==> config.mk <==
export PLATFORM = sky130hd
export DESIGN_NAME = instr_fetch_unit
export DESIGN_NICKNAME = d
export VERILOG_FILES = /design/src/rtl/fetch_pkg.sv /design/src/rtl/fetch_buffer.sv /design/src/rtl/instr_fetch_unit.sv
export SDC_FILE = /design/constraint.sdc
export NUM_CORES = 1
export LEC_CHECK = 0
export ABC_AREA = 1
export BUFFER_PORTS_ARGS = -buffer_cell sky130_fd_sc_hd__buf_2
export CAP_MARGIN = 25
export CELL_PAD_IN_SITES_DETAIL_PLACEMENT = 1
export CELL_PAD_IN_SITES_GLOBAL_PLACEMENT = 2
export CORE_MARGIN = 3
export CORE_UTILIZATION = 35
export CTS_CLUSTER_DIAMETER = 120
export DETAILED_ROUTE_END_ITERATION = 12
export HOLD_SLACK_MARGIN = 0.05
export PLACE_DENSITY_LB_ADDON = 0.15
export SETUP_SLACK_MARGIN = 0.05
export SLEW_MARGIN = 25
export SYNTH_ARGS = -nofsm -noshare
export SYNTH_HDL_FRONTEND = slang
export SYNTH_SLANG_ARGS = --single-unit
==> constraint.sdc <==
create_clock -name clk -period 7.73 [get_ports clk]
set_input_delay 1.546 -clock clk [delete_from_list [all_inputs] [get_ports clk]]
set_output_delay 1.546 -clock clk [all_outputs]
set_load 0.005 [all_outputs]
==> src/rtl/fetch_pkg.sv <==
// Shared types and constants for the instruction fetch stage.
package fetch_pkg;

  localparam logic [31:0] NOP = 32'h00000013;

  typedef struct packed {
    logic [31:0] pc;
    logic [31:0] instr;
    logic        filled;
  } fetch_slot_t;

endpackage

==> src/rtl/fetch_buffer.sv <==
// In-order slot buffer pairing fetch addresses with their memory responses.
module fetch_buffer
  import fetch_pkg::*;
#(
  parameter int          DEPTH     = 4,
  parameter logic [31:0] RST_INSTR = NOP,
  localparam int         PW        = $clog2(DEPTH),
  localparam int         CW        = PW + 1
) (
  input  logic          clk,
  input  logic          reset,
  input  logic          alloc,
  input  logic [31:0]   alloc_pc,
  input  logic          fill,
  input  logic [31:0]   fill_data,
  input  logic          pop,
  input  logic          flush,
  output fetch_slot_t   rd_slot,
  output logic [CW-1:0] alloc_cnt,
  output logic [CW-1:0] unfilled_cnt
);

  fetch_slot_t   slots [DEPTH];
  logic [PW-1:0] alloc_ptr;
  logic [PW-1:0] fill_ptr;
  logic [PW-1:0] rd_ptr;

  assign rd_slot = slots[rd_ptr];

  // Pop, fill and alloc never target the same slot in one cycle: fill only
  // hits unfilled slots, pop only filled ones, and alloc only free ones.
  always_ff @(posedge clk or posedge reset) begin
    if (reset) begin
      for (int i = 0; i < DEPTH; i++) begin
        slots[i] <= '{pc: 32'h0, instr: RST_INSTR, filled: 1'b0};
      end
      alloc_ptr    <= '0;
      fill_ptr     <= '0;
      rd_ptr       <= '0;
      alloc_cnt    <= '0;
      unfilled_cnt <= '0;
    end else if (flush) begin
      for (int i = 0; i < DEPTH; i++) begin
        slots[i].filled <= 1'b0;
      end
      alloc_ptr    <= '0;
      fill_ptr     <= '0;
      rd_ptr       <= '0;
      alloc_cnt    <= '0;
      unfilled_cnt <= '0;
    end else begin
      if (pop) begin
        slots[rd_ptr].filled <= 1'b0;
        rd_ptr               <= rd_ptr + PW'(1);
      end
      if (fill) begin
        slots[fill_ptr].instr  <= fill_data;
        slots[fill_ptr].filled <= 1'b1;
        fill_ptr               <= fill_ptr + PW'(1);
      end
      if (alloc) begin
        slots[alloc_ptr].pc     <= alloc_pc;
        slots[alloc_ptr].filled <= 1'b0;
        alloc_ptr               <= alloc_ptr + PW'(1);
      end
      alloc_cnt    <= alloc_cnt + CW'(alloc) - CW'(pop);
      unfilled_cnt <= unfilled_cnt + CW'(alloc) - CW'(fill);
    end
  end

endmodule

==> src/rtl/instr_fetch_unit.sv <==
// Fetch stage: issues PC to instruction memory, buffers in-order responses,
// presents {pc, instr} to decode, and flushes on redirect.
module instr_fetch_unit #(
  parameter int          DEPTH = 4,
  parameter logic [31:0] NOP   = fetch_pkg::NOP
) (
  input  logic        clk,
  input  logic        reset,
  input  logic [31:0] pc_in,
  input  logic        pc_valid,
  output logic        pc_ready,
  output logic        imem_req,
  output logic [31:0] imem_addr,
  input  logic        imem_gnt,
  input  logic        imem_rvalid,
  input  logic [31:0] imem_rdata,
  input  logic        redirect,
  output logic        instr_valid,
  input  logic        instr_ready,
  output logic [31:0] instr_out,
  output logic [31:0] instr_pc
);
  import fetch_pkg::*;

  localparam int CW = $clog2(DEPTH) + 1;

  fetch_slot_t   rd_slot;
  logic [CW-1:0] alloc_cnt;
  logic [CW-1:0] unfilled_cnt;
  logic [CW-1:0] discard_cnt;
  logic [CW:0]   occupancy;
  logic          boot;
  logic          credit;
  logic          fill;
  logic          pop;

  // Credit counts slots plus responses still owed to flushed requests, so a
  // stale response can never land on a freshly allocated slot.
  assign occupancy = {1'b0, alloc_cnt} + {1'b0, discard_cnt};
  assign credit    = occupancy < (CW+1)'(DEPTH);

  assign imem_req  = pc_valid & credit & ~redirect & ~reset & ~boot;
  assign imem_addr = pc_in;
  assign pc_ready  = imem_req & imem_gnt;

  assign fill        = imem_rvalid & (discard_cnt == '0) & ~redirect;
  assign instr_valid = rd_slot.filled & (alloc_cnt != '0) & ~redirect;
  assign pop         = instr_valid & instr_ready;
  assign instr_out   = rd_slot.instr;
  assign instr_pc    = rd_slot.pc;

  // Holds requests off for the first cycle after reset releases.
  always_ff @(posedge clk or posedge reset) begin
    if (reset) boot <= 1'b1;
    else       boot <= 1'b0;
  end

  always_ff @(posedge clk or posedge reset) begin
    if (reset) begin
      discard_cnt <= '0;
    end else if (redirect) begin
      discard_cnt <= discard_cnt + unfilled_cnt - CW'(imem_rvalid);
    end else if (imem_rvalid && (discard_cnt != '0)) begin
      discard_cnt <= discard_cnt - CW'(1);
    end
  end

  fetch_buffer #(
    .DEPTH    (DEPTH),
    .RST_INSTR(NOP)
  ) u_buffer (
    .clk         (clk),
    .reset       (reset),
    .alloc       (pc_ready),
    .alloc_pc    (pc_in),
    .fill        (fill),
    .fill_data   (imem_rdata),
    .pop         (pop),
    .flush       (redirect),
    .rd_slot     (rd_slot),
    .alloc_cnt   (alloc_cnt),
    .unfilled_cnt(unfilled_cnt)
  );

endmodule

==> flow_metrics.py <==
metrics = {
    "status": {
        "status": "finished, final reports clean",
    },
    "logic_synthesis": {
        "synth_nets": 1576,
        "synthFlopType": "dfrtp_1",
        "yosys_register_bits": 276,
        "synthTopCellsByCount": "nand2_1 (364), o21ai_0 (279), dfrtp_1 (263)",
        "yosysMostFrequentCell": "nand2_1",
        "ys_seq_area_share_pct": 54.59,
        "synth-edff-count": 0,
        "synth.area.top_cells": "dfrtp_1 (52%), o21ai_0 (11%), nand2_1 (11%), nor2_1 (4.1%), o22ai_1 (3.2%)",
        "yosysUniqueCellTypes": 30,
        "ys_warn_count": 0,
        "syn_area_per_cell_um2": 8.575,
        "yosys.area.top_type": "dfrtp_1",
        "synth.top_cell.area_share_pct": 51.89,
        "netlist_area_um2": 12680,
        "syn_inst": 1479,
        "synth-async-reset-ratio_pct": 100.0,
    },
    "setup_path": {
        "crit_family": "buffers and inverters",
        "cp_max_fo": 83,
        "crit_required_ps": 6180,
        "endpoint_kind": "output port",
        "critPathMaxStageDelay_ps": 420,
        "cp-start-kind": "input pin",
        "crit_path_frequent_cell": "buf_2",
        "critical_path_arrival_ps": 2900,
        "critPathKind": "input pin to output port",
        "slowest_stage": "inv_8",
        "cp_cell_sequence": "buf_2, inv_8, nand2_1, nor3_1, nand3_2, inv_4, buf_2",
        "critical_path_buf_inv_count": 4,
    },
    "floorplanning": {
        "die_area_um2": 38560,
        "die_w_um": 196.4,
        "rows": 69,
        "io_pins": 170,
        "start_util_pct": 35.57,
        "dieHeight_um": 196.4,
        "core-area_um2": 35660,
    },
    "sta": {
        "finalCriticalPeriod_ps": 4451,
        "finalHoldViolCount": 0,
        "slew_viol_final": 0,
        "setup_viol": 0,
        "rsz0062_at_grt": "no",
        "setup_tns_ps": 0,
        "max_freq_mhz": 224.7,
        "fin_ws_ps": 3279,
        "skew_ps": 9.142,
        "worstMarginPinSlew_ps": 883.6,
        "slew-limit-headroom_pct": 41.10,
        "finalCritPeriodShare_pct": 57.58,
    },
    "layout": {
        "final_layout_size_suffix_gt1_share_pct": 17.06,
        "nets": 1666,
        "area.growth.synth_to_final_pct": 15.00,
    },
    "drt": {
        "drt_wl_total_um": 35810,
        "wire_per_inst_um": 17.42,
        "post-route-drc-count": 0,
        "first_pass_iters": 5,
        "post_drt_via_cell_ratio": 4.964,
        "dr.first_iter.drc_count": 452,
        "ant_nets": 0,
        "vias": 10210,
    },
    "global_route": {
        "first_global_vias": 10730,
        "grt_use_total_pct": 18.67,
        "antenna_found_initial": 0,
        "grt_max_degree": 135,
        "grt_pass1_wl_um": 58670,
        "grt-ovfl-total": 0,
    },
    "clock_tree": {
        "cts-resized-gates": 0,
        "cts.clk_slew.worst_paths_ps": 60,
        "clock_tree.buffer_depth": 3,
        "clock_latency_ps": 500,
        "cts_hold_buf": 0,
        "cts_root_buf": "clkbuf_16",
        "cts.htree.levels": 2,
        "cts_setup_buffers": 0,
        "cts_tree": "done",
        "cts_sinks": 276,
        "numCtsBuffers": 34,
    },
    "power_and_ir_drop": {
        "seqPwrFrac_pct": 43.9,
        "p_clk_share_pct": 36.1,
        "p_switching_uw": 1217,
        "ir_worst_vdd_v": 0.0001228,
        "swShare_pct": 28.52,
        "combPwrFrac_pct": 19.9,
        "internal_power_uw": 3050,
        "power_density_nw_per_um2": 292.6,
        "p_leak_uw": 0.007386,
    },
    "job": {
        "max-cap-violations": 0,
    },
    "placed_design": {
        "place_worst_setup_slack_ps": 3209,
        "dpl.hpwl_um": 20130,
        "port_buffers": 169,
        "place.gp.congestion": 0.7060,
    },
    "hold_path": {
        "min_path_type": "flip-flop to flip-flop",
    },
}
sequential cells by signal, summed over array words and instances (netlist names):
register               flops
u_buffer.alloc_cnt         3
u_buffer.unfilled_cnt      3
u_buffer.rd_ptr            2
boot                       1
u_buffer.fill_ptr          2
discard_cnt                3
u_buffer.slots           260
u_buffer.alloc_ptr         2
cell families (layout without fill, tap and decap cells):
group	count (synthesis)	count (layout)	share of synthesized area (%)
and+or+nand+nor	520	520	15.76
AOI/OAI and AO/OA	431	431	17.85
DFF	276	276	54.59
buffers and inverters	218	333	8.554
adders and majority gates	26	26	2.743
xor gates and xnor gates	7	7	0.4834
other	1	2	0.02957
metrics by stage:
stage                     total power [uW]  std cells  hold WS, ps  cell area (um2)  utilization, %
final                                 4267       2056        475.5            14580           40.90
after global placement                2737       1994        459.3            13500           37.86
after global routing                  4572       2055        500.5            14580           40.90
after floorplan                       2405       1479        443.6            12680               -
after CTS                             4346       2055        477.9            14580           40.90
after detailed placement              2766       1994        461.7            13500           37.87
layer usage:
metal,share of wire (%),GRT usage [%],vias up
li1,-,-,4993
met1,49,26.55,5015
met2,46,30.97,156
met3,3.5,2.462,41
met4,1.7,3.697,0
met5,0,0,-
power groups by stage:
stage                     Combinational [uW]  Clock, uW  Sequential [uW]
after floorplan                          543          0             1860
after global placement                   846          0             1890
after detailed placement                 870          0             1900
after CTS                                875       1600             1870
after global routing                     997       1660             1910
final                                    851       1540             1870
tightest hold or removal path, delay by kind of cell (launching register included):
family / cells / cell delay, ps
flops: 1 / 330
compound gates: 1 / 50
simple gates: 1 / 60
layout by cell type, fill, tap and decap left out, drive strengths merged:
cell type	Yosys	routed
nor2	140	140
clkbuf	53	55
ha	23	23
conb	1	1
o22ai	64	64
a21oi	7	7
inv	90	90
xnor2	3	3
fa	3	3
diode	0	1
nand2	368	368
bufinv	0	1
xor2	4	4
buf	75	182
dfstp	13	13
dfrtp	263	263
and2	1	1
nand4	4	4
nand3	6	6
o21ai	360	360
nor3	1	1
clkinv	0	5
path summary, 6_finish.rpt:
check / end / cells after the start / slack [ps] / from
min in group asynchronous: u_buffer.slots[204]$_DFFE_PP0P_ / 2 / 1150 / reset
worst max-delay path: pc_ready / 7 / 3280 / reset
worst min-delay path: u_buffer.slots[128]$_DFFE_PP0P_ / 2 / 480 / u_buffer.slots[128]$_DFFE_PP0P_
max in group asynchronous: u_buffer.rd_ptr[0]$_DFFE_PP0P_ / 4 / 4580 / reset
worst min register to register: u_buffer.slots[128]$_DFFE_PP0P_ / 2 / 480 / u_buffer.slots[128]$_DFFE_PP0P_
worst max register to register: u_buffer.alloc_cnt[2]$_DFF_PP0_ / 13 / 4170 / u_buffer.rd_ptr[0]$_DFFE_PP0P_
layout make-up:
type	count	area [um2]
fill	4265	21070
sequential	276	6928
clock buffer	55	1021
antenna	1	2.502
inverter	90	356.6
clock inverter	6	58.81
timing repair buffer	182	955.9
multi-input combinational	985	4684
tap	461	576.8
(Power assumes the default switching activity.)
